### src/rtl/weighted_two_layer_snn.sv
// Two-layer leaky integrate-and-fire network: N_IN hidden neurons fed by input currents,
// N_OUT output neurons fed through a signed weight matrix, one time step per handshake.
module weighted_two_layer_snn #(
    parameter int N_IN       = 4,
    parameter int N_OUT      = 3,
    parameter int DW         = 8,
    parameter int WW         = 8,
    parameter int VW         = 10,
    parameter int THRESH     = 100,
    parameter int LEAK_SHIFT = 3,
    parameter int REFRAC     = 2,
    parameter int DEFAULT_W  = 10
) (
    input  logic                                      clk,
    input  logic                                      reset,
    input  logic                                      in_valid,
    output logic                                      in_ready,
    input  logic [N_IN-1:0][DW-1:0]                   input_current,
    output logic                                      out_valid,
    input  logic                                      out_ready,
    output logic [N_OUT-1:0]                          spike_out,
    input  logic                                      w_we,
    input  logic [((N_IN > 1) ? $clog2(N_IN) : 1)-1:0] w_hid,
    input  logic [((N_OUT > 1) ? $clog2(N_OUT) : 1)-1:0] w_out,
    input  logic signed [WW-1:0]                      w_data
);
    localparam int HW = (N_IN > 1) ? $clog2(N_IN) : 1;
    localparam int RW = (REFRAC > 0) ? $clog2(REFRAC + 1) : 1;
    localparam int AW = WW + HW + 1;
    localparam int SW = VW + DW + 1;

    typedef enum logic [2:0] {S_IDLE, S_L1, S_ACC, S_L2, S_OUT} state_t;

    typedef struct packed {
        logic [VW-1:0] v;
        logic [RW-1:0] r;
        logic          s;
    } nrn_t;

    state_t                 state_q, state_d;
    logic [HW-1:0]          k_q, k_d;
    logic [N_IN-1:0][DW-1:0] cur_q, cur_d;
    logic [N_IN-1:0]        hspk_q, hspk_d;
    logic [N_OUT-1:0]       spk_q, spk_d;
    logic [VW-1:0]          v1_q [N_IN];
    logic [VW-1:0]          v1_d [N_IN];
    logic [RW-1:0]          r1_q [N_IN];
    logic [RW-1:0]          r1_d [N_IN];
    logic [VW-1:0]          v2_q [N_OUT];
    logic [VW-1:0]          v2_d [N_OUT];
    logic [RW-1:0]          r2_q [N_OUT];
    logic [RW-1:0]          r2_d [N_OUT];
    logic signed [AW-1:0]   acc_q [N_OUT];
    logic signed [AW-1:0]   acc_d [N_OUT];
    logic signed [WW-1:0]   w_q [N_OUT][N_IN];
    logic signed [WW-1:0]   w_d [N_OUT][N_IN];

    function automatic logic [VW-1:0] sat_v(input logic [SW-1:0] sum);
        if (sum[SW-1:VW] != '0) return '1;
        return sum[VW-1:0];
    endfunction

    function automatic logic [DW-1:0] clamp_cur(input logic signed [AW-1:0] a);
        int ai;
        ai = int'(a);
        if (ai < 0) return '0;
        if (ai > (1 << DW) - 1) return '1;
        return DW'(ai);
    endfunction

    // Refractory neurons sit at zero; otherwise leak, integrate, saturate, then fire/reset.
    function automatic nrn_t neuron_step(input logic [VW-1:0] v, input logic [RW-1:0] r,
                                         input logic [DW-1:0] cur);
        nrn_t          o;
        logic [VW-1:0] vn;
        o = '0;
        if (r != '0) begin
            o.r = r - 1'b1;
        end else begin
            vn = sat_v(SW'(v) - SW'(v >> LEAK_SHIFT) + SW'(cur));
            if (int'(vn) >= THRESH) begin
                o.s = 1'b1;
                o.r = RW'(REFRAC);
            end else begin
                o.v = vn;
            end
        end
        return o;
    endfunction

    assign in_ready  = (state_q == S_IDLE);
    assign out_valid = (state_q == S_OUT);
    assign spike_out = out_valid ? spk_q : '0;

    always_comb begin
        nrn_t n;
        n       = '0;
        state_d = state_q;
        k_d     = k_q;
        cur_d   = cur_q;
        hspk_d  = hspk_q;
        spk_d   = spk_q;
        v1_d    = v1_q;
        r1_d    = r1_q;
        v2_d    = v2_q;
        r2_d    = r2_q;
        acc_d   = acc_q;
        w_d     = w_q;
        case (state_q)
            S_IDLE: begin
                if (w_we && int'(w_hid) < N_IN && int'(w_out) < N_OUT)
                    w_d[w_out][w_hid] = w_data;
                if (in_valid) begin
                    cur_d   = input_current;
                    state_d = S_L1;
                end
            end
            S_L1: begin
                for (int i = 0; i < N_IN; i++) begin
                    n         = neuron_step(v1_q[i], r1_q[i], cur_q[i]);
                    v1_d[i]   = n.v;
                    r1_d[i]   = n.r;
                    hspk_d[i] = n.s;
                end
                for (int j = 0; j < N_OUT; j++) acc_d[j] = '0;
                k_d     = '0;
                state_d = S_ACC;
            end
            // One hidden neuron per cycle is folded into every output accumulator.
            S_ACC: begin
                for (int j = 0; j < N_OUT; j++)
                    if (hspk_q[k_q]) acc_d[j] = acc_q[j] + AW'(w_q[j][k_q]);
                if (int'(k_q) == N_IN - 1) state_d = S_L2;
                else k_d = k_q + 1'b1;
            end
            S_L2: begin
                for (int j = 0; j < N_OUT; j++) begin
                    n        = neuron_step(v2_q[j], r2_q[j], clamp_cur(acc_q[j]));
                    v2_d[j]  = n.v;
                    r2_d[j]  = n.r;
                    spk_d[j] = n.s;
                end
                state_d = S_OUT;
            end
            S_OUT: begin
                if (out_ready) state_d = S_IDLE;
            end
            default: state_d = S_IDLE;
        endcase
    end

    always_ff @(posedge clk or negedge reset) begin
        if (!reset) begin
            state_q <= S_IDLE;
            k_q     <= '0;
            cur_q   <= '0;
            hspk_q  <= '0;
            spk_q   <= '0;
            for (int i = 0; i < N_IN; i++) begin
                v1_q[i] <= '0;
                r1_q[i] <= '0;
            end
            for (int j = 0; j < N_OUT; j++) begin
                v2_q[j]  <= '0;
                r2_q[j]  <= '0;
                acc_q[j] <= '0;
                for (int i = 0; i < N_IN; i++) w_q[j][i] <= WW'(DEFAULT_W);
            end
        end else begin
            state_q <= state_d;
            k_q     <= k_d;
            cur_q   <= cur_d;
            hspk_q  <= hspk_d;
            spk_q   <= spk_d;
            v1_q    <= v1_d;
            r1_q    <= r1_d;
            v2_q    <= v2_d;
            r2_q    <= r2_d;
            acc_q   <= acc_d;
            w_q     <= w_d;
        end
    end
endmodule

### config.mk
export PLATFORM = sky130hd
export DESIGN_NAME = weighted_two_layer_snn
export DESIGN_NICKNAME = d
export VERILOG_FILES = /design/src/rtl/weighted_two_layer_snn.sv
export SDC_FILE = /design/constraint.sdc
export NUM_CORES = 1
export LEC_CHECK = 0
export BUFFER_PORTS_ARGS = -buffer_cell sky130_fd_sc_hd__buf_2
export CAP_MARGIN = 20
export CELL_PAD_IN_SITES_DETAIL_PLACEMENT = 0
export CELL_PAD_IN_SITES_GLOBAL_PLACEMENT = 2
export CORE_MARGIN = 5
export CORE_UTILIZATION = 45
export CTS_CLUSTER_SIZE = 25
export DETAILED_ROUTE_END_ITERATION = 8
export HOLD_SLACK_MARGIN = 0.02
export PLACE_DENSITY_LB_ADDON = 0.1
export SLEW_MARGIN = 20
export SYNTH_ARGS = -nofsm -noshare
export SYNTH_HDL_FRONTEND = slang
export SYNTH_SLANG_ARGS = --single-unit
### constraint.sdc
create_clock -name clk -period 6.4 [get_ports clk]
set_input_delay 1.92 -clock clk [delete_from_list [all_inputs] [get_ports clk]]
set_output_delay 1.92 -clock clk [all_outputs]
set_load 0.03 [all_outputs]
## Yosys cells after proc, flatten, opt, wreduce, memory -nomap -nowiden

Index checks and enable logic that the tools add are counted.

| word-level totals | value |
|---|---|
| logic and storage cells | 260 |
| bits of input ports | 49 |
| output and inout port bits | 5 |
| register bits after elaboration | 257 |

| operators by class | value |
|---|---|
| reductions and logical operators | 24 |
| order comparisons | 20 |
| equality and inequality tests | 10 |
| add/subtract/negate cells | 25 |
| muxes and demuxes | 141 |
| bitwise logic cells | 3 |

Operator list:

| operator | number |
|---|---|
| 10-bit two-way mux | 42 |
| 8-bit two-way mux | 22 |
| 96-bit bitwise mux | 1 |
| 11-bit by 9-bit adder with 12-bit output | 7 |
| 10-bit by 7-bit subtractor with 11-bit output | 7 |
| 10-bit by 7-bit greater-or-equal comparator with 1-bit output (second input constant) | 7 |
| 33-bit one-hot mux with 2 select lines | 1 |
| 32-bit demux with 2-bit select | 1 |
| 9-bit nonzero test | 7 |
| 8-bit binary-select mux with 2-bit select | 3 |
| 1-bit two-way mux | 44 |
| 11-bit by 8-bit adder with 11-bit output | 3 |
| 11-bit by 9-bit > comparator with 1-bit output (second input constant) | 3 |
| 11-bit by 1-bit less-than comparator with 1-bit output (second input constant) | 3 |
| 11-bit two-way mux | 3 |
| 3-bit two-way mux | 11 |
| 32-bit two-way mux | 1 |
| 8-bit demux with 2-bit select | 1 |
| 2-bit two-way mux | 8 |
| 2-bit nonzero test | 8 |
| 3-bit one-hot mux with 5 select lines | 1 |
| 2-bit by 1-bit subtractor with 2-bit output (second input constant) | 7 |
| 3-bit greater-or-equal comparator (second input constant) | 3 |
| 2-bit NOT with 3-bit output | 3 |
| 16 further kinds | 26 |

## Longest topological paths before layout

| logic depth | value |
|---|---|
| depth after elaboration | 19 |
| gate-level depth with buffers | 20 |

## Worst setup path before layout

No wires, ideal clock.

| timing | value |
|---|---|
| path kind | register -> register |
| start point | register k_q[0] |
| end point | register acc_q[21] (netlist name) |
| period minus slack after synthesis | 4,160 ps |
| path slack | 2,240 ps |
| stages on the path, launching flop included | 15 |
| arrival time | 4,026 ps |
| buffers on the path | 2 |
| cells stage by stage | dfrtp_1 -> clkbuf_1 -> buf_1 -> mux4_2 -> ha_1 -> fa_1 -> a21o_1 -> a21oi_1 -> nor2b_1 -> o21a_1 -> o41ai_1 -> mux2i_1 -> nor3_1 -> o21ai_0 -> o31ai_1 |

| between the ends | value |
|---|---|
| longest elaborated chain between the ends | 7 |
| elaborated cells between the ends (all ways) | 11 |
| classes of those cells | 1 x add/sub; 1 x eq/ne; 7 x mux; 1 x bitwise; 1 x reduce/logical |

Ends and longest elaborated chain:

| item | RTL line | RTL |
|---|---|---|
| start, declared | 41 | `logic [HW-1:0] k_q, k_d;` |
| start signal, assigned | 171 | `k_q <= k_d;` |
| 2-bit NOT with 3-bit output (implied by the code) | 132 | `if (hspk_q[k_q]) acc_d[j] = acc_q[j] + AW'(w_q[j][k_q]);` |
| 8-bit binary-select mux with 2-bit select | 132 |  |
| 8-bit two-way mux (implied by the code) (2 in a row) | 132 |  |
| 11-bit by 8-bit adder with 11-bit output | 132 |  |
| 11-bit two-way mux | 132 |  |
| 33-bit one-hot mux with 2 select lines | 109 | `case (state_q)` |
| end signal, assigned by index | 166 | `acc_q[j] <= '0;` |
| end signal, assigned | 179 | `acc_q <= acc_d;` |
| end, declared | 53 | `logic signed [AW-1:0] acc_q [N_OUT];` |

Parallel ways exist; a longest one is shown, timed or not. The select of a mux whose other input is x is not followed.
A chain may end at the register's enable or synchronous reset.

## Worst setup path after layout

| timing | value |
|---|---|
| start point | register v2_q[5] (netlist name) |
| end point | register v2_q[0] (netlist name) |

| between the ends | value |
|---|---|
| longest elaborated chain between the ends | 12 |

Ends and longest elaborated chain:

| item | RTL line | RTL |
|---|---|---|
| start, declared | 49 | `logic [VW-1:0] v2_q [N_OUT];` |
| start signal, assigned | 177 | `v2_q <= v2_d;` |
| 10-bit by 7-bit subtractor with 11-bit output * | 80 | `vn = sat_v(SW'(v) - SW'(v >> LEAK_SHIFT) + SW'(cur));` |
| 11-bit by 9-bit adder with 12-bit output * | 80 |  |
| 9-bit nonzero test | 59 | `if (sum[SW-1:VW] != '0) return '1;` |
| 1-bit two-way mux | 59 |  |
| 1-bit two-way mux | 77 | `if (r != '0) begin` |
| 1-bit two-way mux | 109 |  |
| 10-bit two-way mux * | 60 | `return sum[VW-1:0];` |
| 10-bit two-way mux * | 77 |  |
| 10-bit two-way mux * | 109 |  |
| 10-bit by 7-bit greater-or-equal comparator with 1-bit output | 81 | `if (int'(vn) >= THRESH) begin` |
| 10-bit two-way mux * | 81 |  |
| 10-bit two-way mux * | 77 |  |

Mark *: on every way between the ends. The rest lies on a longest branch, timed or not. The select of a mux whose other input is x is not followed.

==> metrics.cfg <==
[logic_synthesis]
netlist.area_leader.share_pct=33.9
synth_common_cells=dfrtp_1 (233), nor2_1 (184), nand2_1 (141)
synth_most_common_cell=dfrtp_1
synth.largest_area_cell=dfrtp_1
ys_async_sr_fraction_pct=100
synth_area_per_cell_sq_um=9.72
ys.flop_type=dfrtp_1
yosysSeqAreaShare_pct=37.6
yosys_warnings=0
synth_cell_types=72
synth_edf_count=0
synth_cells=1769
syn-num-nets=1971
syn_area_sq_um=17200
ys_seq_elements=257
synth_area_leaders=dfrtp_1 (34%), ha_1 (9.9%), mux2_2 (8.4%)

[floorplanning]
die-area_sq_um=42200
coreArea_sq_um=37700
start_util_pct=45.7
die_x_um=206
die_h_um=206
rows=71
io_pins=54

[routing]
viasPerCell=5.39
wirelength_um=38000
vias=12700
antenna_left=0
drc=0
dr.pass1.iters=5
drt_iter0_drc=583
wire_per_inst_um=16.2

[layout]
drive_gt1_share_pct=18.4
postLayoutCellArea_sq_um=19100
seq_area_sq_um=6460
fill_cells=3555
diodes=0
multi_input_area_sq_um=10200
final_nets=2017
area_growth_pct=11.1

[setup_path]
cp-end-kind=register
startpoint=v2_q[5]$_DFFE_PN0N_
crit_required_ns=6.88
worstPathArrival_ns=4.92
crit_fanout=7
cp-endpoint=v2_q[0]$_DFFE_PN0N_
crit_path_start_kind=register
reg2reg_from=v2_q[5]$_DFFE_PN0N_
rrSetupSlack_ns=1.96
path_class=register to register
r2r_end=v2_q[0]$_DFFE_PN0N_
reg2reg_depth=17

[timing]
rsz0062_at_grt=false
hold_violations=0
whs_ns=0.471
period_minus_slack_ns=4.44
clock_skew_ns=0.0195
slew_headroom_pct=35.8
tns_ns=0
fmax_mhz=225
maxSlewViolCount=0
setup-violations-final=0
fin_crit_sh_pct=69.4
worstMarginPinSlew_ns=0.962

[clock_network]
post_cts_buffers=0
clk_latency_ns=0.58
cts.clk_slew.worst_paths_ns=0.06
cts-root-buf=clkbuf_16
cts.path.max_buffers=3
cts_sinks=257
cts_tree=built
numCtsBuffers=31
htree_num_levels=1
hold_buffers=0
cts_resized=0

[grt]
grt_overflow_total=0
grt_max_degree=114
grt_pass1_vias=12600
grt_usage_pct=18.3
antenna_found_initial=0
grt_pass1_wl_um=64300

[placed_design]
routabilityCongestion=0.802
dp_hpwl_um=27500
port_buffers=53
placement.cell_area_sq_um=18000

[job]
cap_violations=0

[min_path]
holdCritPathClass=register to register

[status]
status=finished, final reports clean

[layout by cell type (no fill, tap or decap), drive strengths merged, types with 6 or more instances in the layout]
master  instances
a211oi         18
a21boi          7
a21o           32
a21oi          75
a22o            8
a31o            6
a31oi           9
and2           35
buf            62
clkbuf         41
clkinv          6
dfrtp         233
dfstp          24
fa             17
ha            136
inv           100
mux2          129
mux2i          10
mux4           25
nand2         141
nand2b         18
nand3          34
nand3b          6
nor2          184
nor2b          34
nor3           37
o21a           37
o21ai         146
o21bai         14
o31a            9
o31ai          18
or2            14
or3             9
xnor2          82
xor2           15
[final cells by class]
| type | instances | area share [%] |
|---|---|---|
| clock buffer | 41 | 4.52 |
| clock inverter | 17 | 1.27 |
| inverter | 98 | 1.92 |
| multi-input combinational | 1365 | 53.3 |
| sequential | 257 | 33.8 |
| tap | 511 | 3.35 |
| timing repair buffer | 62 | 1.86 |
[critical path, stage by stage, from the launching register on]
cell,delay (ns)
dfrtp_1,0.37
inv_1,0.05
ha_1,0.33
nor2b_1,0.17
o31ai_1,0.45
nand2b_1,0.11
a21oi_1,0.19
xnor2_1,0.14
ha_1,0.32
a21oi_1,0.27
o211ai_1,0.15
a31o_2,0.26
or3b_2,0.45
mux2i_1,0.13
a2bb2oi_1,0.08
a311oi_1,0.39
nand2_1,0.24
o21ai_0,0.25
[flip-flops by register name, indices dropped and copies added (netlist names)]
signal	cells
acc_q	33
cur_q	32
hspk_q	4
k_q	2
r1_q	8
r2_q	6
spk_q	3
state_q	3
v1_q	40
v2_q	30
w_q	96
[worst min-delay path by stage]
stage,start,to,slack (ns),depth (start not counted)
floorplan,spk_q[0]$_DFFE_PN0N_,spk_q[0]$_DFFE_PN0N_,0.44,2
global placement,spk_q[0]$_DFFE_PN0N_,spk_q[0]$_DFFE_PN0N_,0.45,2
detailed placement,spk_q[0]$_DFFE_PN0N_,spk_q[0]$_DFFE_PN0N_,0.46,2
CTS,spk_q[0]$_DFFE_PN0N_,spk_q[0]$_DFFE_PN0N_,0.47,2
global route,spk_q[2]$_DFFE_PN0N_,spk_q[2]$_DFFE_PN0N_,0.50,1
finish,spk_q[0]$_DFFE_PN0N_,spk_q[0]$_DFFE_PN0N_,0.47,2
[through the flow]
step | setup WS, ns | util (%) | std cells
floorplan | 2.24 | - | 1769
global placement | 2.13 | 47.8 | 2293
detailed placement | 2.04 | 47.8 | 2293
CTS | 1.98 | 50.7 | 2351
global route | 1.70 | 50.7 | 2351
finish | 1.96 | 50.7 | 2351
[per-layer routing]
layer  part of all wire, %  GRT usage [%]  vias up
met3                   2.5           2.29       48
met2                    43           28.4      123
met1                    52           27.9     6120
li1                      -              -     6386
met5                     0              0        -
met4                   1.9           3.47        0
[kinds of logic after synthesis]
logic type | Yosys count | share of synthesized area (%)
and+or+nand+nor | 537 | 14.7
AOI/OAI and AO/OA | 414 | 15.4
DFF | 257 | 37.6
muxes | 164 | 12.3
adders and majority gates | 153 | 11.9
buffers and inverters | 147 | 3.28
xor gates and xnor gates | 97 | 4.94
Power is left out: the tool's default activity adds up to more than one toggle a clock period on the data nets, which glitch-free logic cannot reach.
